===== config.mk =====
export PLATFORM = sky130hd
export DESIGN_NAME = pgm_rom_loader
export DESIGN_NICKNAME = d
export VERILOG_FILES = /design/src/rtl/pgm_pkg.sv /design/src/rtl/pgm_ddr_wr_slot.sv /design/src/rtl/pgm_rom_loader.sv
export SDC_FILE = /design/constraint.sdc
export NUM_CORES = 1
export LEC_CHECK = 0
export BUFFER_PORTS_ARGS = -buffer_cell sky130_fd_sc_hd__buf_2
export CORE_UTILIZATION = 35
export DETAILED_ROUTE_END_ITERATION = 8
export HOLD_SLACK_MARGIN = 0.12
export PLACE_DENSITY_LB_ADDON = 0.3
export RECOVER_POWER = 25
export REMOVE_ABC_BUFFERS = 1
export SKIP_CTS_REPAIR_TIMING = 1
export SLEW_MARGIN = 25
export SYNTH_ARGS = -nofsm -noshare
export SYNTH_HDL_FRONTEND = slang
export SYNTH_HIERARCHICAL = 1
export SYNTH_SLANG_ARGS = --single-unit

===== constraint.sdc =====
create_clock -name clk -period 2.9 [get_ports clk]
set_input_delay 0.145 -clock clk [delete_from_list [all_inputs] [get_ports clk]]
set_output_delay 0.145 -clock clk [all_outputs]
set_load 0.005 [all_outputs]

===== src/rtl/pgm_pkg.sv =====
// Shared types and defaults for the PGM ROM download path into DDRAM.
package pgm_pkg;

  localparam logic [28:0] DDR_GFX_BASE = 29'h0300_0000;
  localparam logic [7:0]  ROM_IDX_GFX  = 8'd1;

  typedef struct packed {
    logic [28:0] addr;
    logic [63:0] data;
    logic [7:0]  be;
  } ddr_wr_t;

  typedef enum logic [1:0] {
    LDR_IDLE,
    LDR_LOAD,
    LDR_DRAIN,
    LDR_DONE
  } ldr_state_t;

endpackage


===== src/rtl/pgm_ddr_wr_slot.sv =====
// Single-entry DDRAM write holding register: load when empty (or while the
// current entry is being accepted), present stably until !busy.
module pgm_ddr_wr_slot
  import pgm_pkg::*;
(
  input  logic    clk,
  input  logic    reset_n,
  input  logic    load,
  input  ddr_wr_t load_entry,
  input  logic    busy,
  output logic    full,
  output logic    accept,
  output ddr_wr_t entry
);

  logic    full_reg;
  ddr_wr_t entry_reg;

  assign accept = full_reg && !busy;
  assign full   = full_reg;
  assign entry  = entry_reg;

  always_ff @(posedge clk or negedge reset_n) begin
    if (!reset_n) begin
      full_reg  <= 1'b0;
      entry_reg <= '0;
    end else if (load) begin
      full_reg  <= 1'b1;
      entry_reg <= load_entry;
    end else if (accept) begin
      full_reg  <= 1'b0;
    end
  end

endmodule


===== src/rtl/pgm_rom_loader.sv =====
// Packs the 16-bit HPS ROM download into 64-bit DDRAM writes and raises
// rom_ready once the whole image has been committed.
module pgm_rom_loader
  import pgm_pkg::*;
#(
  parameter logic [7:0]  ROM_INDEX = ROM_IDX_GFX,
  parameter logic [28:0] DDR_BASE  = DDR_GFX_BASE
) (
  input  logic        clk,
  input  logic        reset_n,
  input  logic        ioctl_download,
  input  logic        ioctl_wr,
  input  logic [26:0] ioctl_addr,
  input  logic [15:0] ioctl_dout,
  input  logic [7:0]  ioctl_index,
  output logic        ioctl_wait,
  input  logic        ddram_busy,
  output logic        ddram_we,
  output logic [28:0] ddram_addr,
  output logic [63:0] ddram_din,
  output logic [7:0]  ddram_be,
  output logic [3:0]  ddram_burstcnt,
  output logic        rom_ready
);

  ldr_state_t  state_reg, state_next;
  logic [23:0] acc_row_reg, acc_row_next;
  logic [63:0] acc_data_reg, acc_data_next;
  logic [7:0]  acc_be_reg, acc_be_next;
  logic        acc_valid_reg, acc_valid_next;
  logic        acc_flush_reg, acc_flush_next;
  logic        rom_ready_reg;

  logic        active, wr_en, diff_row, flush;
  logic        slot_full, slot_accept, slot_free;
  logic        drain_flush, set_ready, clr_ready;
  logic [1:0]  lane;
  logic [3:0]  lane_hit;
  logic [63:0] base_data, merged_data;
  logic [7:0]  base_be, merged_be;
  logic        unused_addr_bit;
  ddr_wr_t     slot_load_entry, slot_entry;

  assign unused_addr_bit = ioctl_addr[0];

  assign active    = ioctl_download && (ioctl_index == ROM_INDEX);
  assign wr_en     = active && ioctl_wr;
  assign lane      = ioctl_addr[2:1];
  assign diff_row  = wr_en && acc_valid_reg && (ioctl_addr[26:3] != acc_row_reg);
  assign slot_free = !slot_full || slot_accept;
  assign flush     = acc_valid_reg && slot_free && (acc_flush_reg || diff_row || drain_flush);

  // A flushing accumulator restarts empty so a concurrent word begins a fresh row.
  assign base_data = flush ? 64'd0 : acc_data_reg;
  assign base_be   = flush ? 8'd0  : acc_be_reg;

  genvar gi;
  generate
    for (gi = 0; gi < 4; gi++) begin : g_lane
      assign lane_hit[gi]             = wr_en && (lane == 2'(gi));
      assign merged_data[16*gi +: 16] = lane_hit[gi] ? ioctl_dout : base_data[16*gi +: 16];
      assign merged_be[2*gi +: 2]     = lane_hit[gi] ? 2'b11 : base_be[2*gi +: 2];
    end
  endgenerate

  always_comb begin
    acc_row_next   = acc_row_reg;
    acc_data_next  = merged_data;
    acc_be_next    = merged_be;
    acc_valid_next = acc_valid_reg && !flush;
    acc_flush_next = acc_flush_reg && !flush;
    if (wr_en) begin
      acc_row_next   = ioctl_addr[26:3];
      acc_valid_next = 1'b1;
      acc_flush_next = acc_flush_next || lane_hit[3];
    end
  end

  always_ff @(posedge clk or negedge reset_n) begin
    if (!reset_n) begin
      acc_row_reg   <= '0;
      acc_data_reg  <= '0;
      acc_be_reg    <= '0;
      acc_valid_reg <= 1'b0;
      acc_flush_reg <= 1'b0;
    end else begin
      acc_row_reg   <= acc_row_next;
      acc_data_reg  <= acc_data_next;
      acc_be_reg    <= acc_be_next;
      acc_valid_reg <= acc_valid_next;
      acc_flush_reg <= acc_flush_next;
    end
  end

  assign slot_load_entry = '{addr: DDR_BASE + {5'd0, acc_row_reg},
                             data: acc_data_reg,
                             be:   acc_be_reg};

  pgm_ddr_wr_slot u_slot (
    .clk        (clk),
    .reset_n    (reset_n),
    .load       (flush),
    .load_entry (slot_load_entry),
    .busy       (ddram_busy),
    .full       (slot_full),
    .accept     (slot_accept),
    .entry      (slot_entry)
  );

  always_ff @(posedge clk or negedge reset_n) begin
    if (!reset_n) state_reg <= LDR_IDLE;
    else          state_reg <= state_next;
  end

  always_comb begin
    state_next = state_reg;
    case (state_reg)
      LDR_IDLE:  if (active) state_next = LDR_LOAD;
      LDR_LOAD:  if (!ioctl_download) state_next = LDR_DRAIN;
      LDR_DRAIN: if (!acc_valid_reg && !slot_full) state_next = active ? LDR_LOAD : LDR_DONE;
      LDR_DONE:  state_next = LDR_IDLE;
      default:   state_next = LDR_IDLE;
    endcase
  end

  always_comb begin
    drain_flush = (state_reg == LDR_DRAIN);
    set_ready   = (state_reg == LDR_DONE);
    clr_ready   = (state_reg == LDR_IDLE) && active;
  end

  always_ff @(posedge clk or negedge reset_n) begin
    if (!reset_n)       rom_ready_reg <= 1'b0;
    else if (set_ready) rom_ready_reg <= 1'b1;
    else if (clr_ready) rom_ready_reg <= 1'b0;
  end

  assign ioctl_wait     = slot_full;
  assign ddram_we       = slot_full;
  assign ddram_addr     = slot_entry.addr;
  assign ddram_din      = slot_entry.data;
  assign ddram_be       = slot_entry.be;
  assign ddram_burstcnt = 4'd1;
  assign rom_ready      = rom_ready_reg;

endmodule


==> results.toml <==
[die]
effective_utilization_at_floorplan = 0.362
rows = 55
io_pins = 164
die_width_um = 156
die-area_um2 = 24300
placeable_area_um2 = 22900
die_height_um = 156

[timing]
worst-slew-pin-transition_ns = 1.97
hold_violations = 0
totalNegativeSetupSlack_ns = 0
period_needed_ns = 2.51
fmaxAchievable_mhz = 399
rsz0062_at_grt = "false"
final-setup-viol-count = 0
relative_slew_margins = -0.310
part_of_the_cycle_the_worst_path_needs = 0.865
maxSlewViolCount = 76
final_setup_skew_ns = 0.00972

[layout]
ff_latch_area_um2 = 4980
area_growth_syn_to_layout_pct = 26.6
largest_register_ffs = 101
layout_common_cells = "sky130_fd_sc_hd__dfrtp_1 (199), sky130_fd_sc_hd__buf_2 (147), sky130_fd_sc_hd__nand2_1 (131)"
fillers = 2117
layout_commonest_cell = "sky130_fd_sc_hd__dfrtp_1"
multi_input_comb_area_um2 = 3070
finish.net_count = 901
fraction_of_final_layout_cells_with_drive_strength_greater_than_1 = 0.387
final_core_util = 0.458
fin_cells = 1172

[clock_tree]
clk_pin_slew_worst_paths_ns = 0.08
clock_tree.buffer_depth = 2
cts_made_buffers = 17
cts.root.buffer_cell = "sky130_fd_sc_hd__clkbuf_16"
cts.sinks = 199
cts_htree_levels = 4
clk-insertion-delay-late_ns = 0.43
cts_tree = "done"

[power_and_ir_drop]
net-switching-power_mw = 1.46
power.share.clock = 0.413
power_density_nw_per_um2 = 562
power.share.sequential = 0.504
total_power_mw = 5.90
power.ir.vdd_worst_v = 0.000331
switching_share = 0.247
combinationalPowerShare = 0.084
internal_power_mw = 4.44
cellLeakagePower_nw = 5.16

[global_routing]
grt_pass1_vias = 5333
antenna_found_initial = 2
overflow_left_after_global_routing = 0
grt_util_all_layers = 0.158
grt_pass1_wl_um = 29200
largest_net_degree_at_the_start_of_global_routing = 80

[drt]
drcViolationCount = 0
antenna_violating_nets_post_route = 0
drt_first_iter_violations = 262
drt-vias-per-instance = 4.51
number_of_iterations_in_the_first_detailed_routing_pass = 4
wl_per_cell_um = 15.6
wirelength_um = 18300
vias = 5288

[logic_synthesis]
synthDominantAreaCellType = "sky130_fd_sc_hd__dfrtp_1"
synth_cell_type_count = 34
synth.yosys.seq_area_share = 0.601
post_synth_instance_area_um2 = 8290
synth.area.top_cells = "sky130_fd_sc_hd__dfrtp_1 (60%), sky130_fd_sc_hd__mux2_4 (14%), sky130_fd_sc_hd__mux2_2 (6.3%), sky130_fd_sc_hd__nand2_1 (5.9%), sky130_fd_sc_hd__o21ai_0 (3.4%)"
flip_flop_and_latch_count_after_synthesis = 199
syn_inst = 633
area_share_of_the_largest_cell_type_after_synthesis = 0.601
synth_area_per_cell_um2 = 13.1
synth-warning-count = 6

[run_status]
run_status = "complete, but fails checks"
violations = "capacitance limit, slew limit"

[worst_setup_path]
timing.critical_path.max_delay_family = "buffers and inverters"
critical_path_class = "input port to flop"
regToRegSetupSlack_ns = 0.67
critical_path.cell_chain = "dlygate4sd3_1 > buf_2 > nor4b_2 > nand4b_2 > a31o_1 > a31oi_4 > buf_12 > mux2_2"
worstSetupEndpointType = "flop"
worst-path-buf-inv = 3
critical-path-max-stage-delay_ns = 0.51
worstPathRequired_ns = 3.21
crit_arrival_ns = 2.82
worst-path-max-fanout = 79
critPathSlowestCell = "sky130_fd_sc_hd__dlygate4sd3_1"
cp-start-kind = "input port"

[placement]
estimated_wirelength_of_the_detail_placed_design_um = 11500
place_inst = 1096
portBuffers = 158
gpl.final_weighted_congestion = 0.717

[min_path]
min-delay-path-class = "input port to flop"

[flow_run]
maxCapViolations = 1
-- area by class of cell --
cell class | count | area share
well taps | 313 | 0.0373
clock inverters | 13 | 0.0147
clock buffers | 19 | 0.0432
repair buffers | 220 | 0.133
flip-flops and latches | 199 | 0.475
diodes | 1 | 0.000239
inverters | 11 | 0.00394
multi-input cells | 396 | 0.292
-- through the flow --
stage / setup WS, ns / area, um2 / hold WS, ns
global placement: 0.437 / 9470 / 0.212
CTS: 0.673 / 10100 / -0.262
floorplan: -1.91 / 8090 / -0.151
global route: 0.221 / 10500 / 0.226
finish: 0.392 / 10500 / 0.212
detailed placement: 0.420 / 9470 / 0.214
-- kinds of logic after synthesis --
kind of cell	after synthesis	synth area share
buffers and inverters	45	0.0322
multiplexers	125	0.206
other	2	0.000906
AND/OR/NAND/NOR	160	0.0845
flip-flops	199	0.601
XOR/XNOR	24	0.0254
AO/OA/AOI/OAI	78	0.0506
-- worst paths after layout --
check / depth (start not counted) / to / start
setup / recovery: 8 / u_slot/entry[71] / ioctl_download
hold / removal: 4 / state_reg[1] / ioctl_index[5]
setup reg to reg: 7 / u_slot/entry[43] / acc_row_reg[13]
hold reg to reg: 2 / acc_flush_reg / acc_flush_reg
max in group asynchronous: 3 / u_slot/entry[77] / reset_n
min in group asynchronous: 2 / acc_data_reg[45] / reset_n
-- worst min-delay path, cell delays in order --
cell	delay (ns)
sky130_fd_sc_hd__buf_2	0.09
sky130_fd_sc_hd__nand3b_1	0.18
sky130_fd_sc_hd__nor3_1	0.07
sky130_fd_sc_hd__o2bb2ai_1	0.12
-- power by group through the flow --
stage          clock, mW  sequential (mW)  combinational [mW]
2_1_floorplan          0             3.02               0.212
3_3_place_gp           0             3.02               0.454
3_5_place_dp           0             3.02               0.463
4_1_cts             2.53             2.97               0.462
5_1_grt             2.64             2.99               0.551
6_report            2.43             2.97               0.493
-- routing by layer --
metal,GRT usage,wire length [um]
met1,0.214,8810
met4,0.0373,120
met2,0.241,8310
met3,0.0553,1020
met5,0,15
-- cell usage after synthesis (all sizes together) --
master,n
a211oi,1
a21o,1
a21oi,2
a31o,1
a31oi,1
and4b,1
buf,22
clkbuf,12
conb,2
dfrtp,199
inv,11
mux2,125
nand2,131
nand2b,1
nand3,5
nand3b,1
nand4,5
nand4b,1
nor2,3
nor2b,1
nor3,8
nor4b,2
o21ai,71
o2bb2ai,1
or3,1
xnor2,21
xor2,3
No activity file was read; power rests on OpenSTA's default activity.
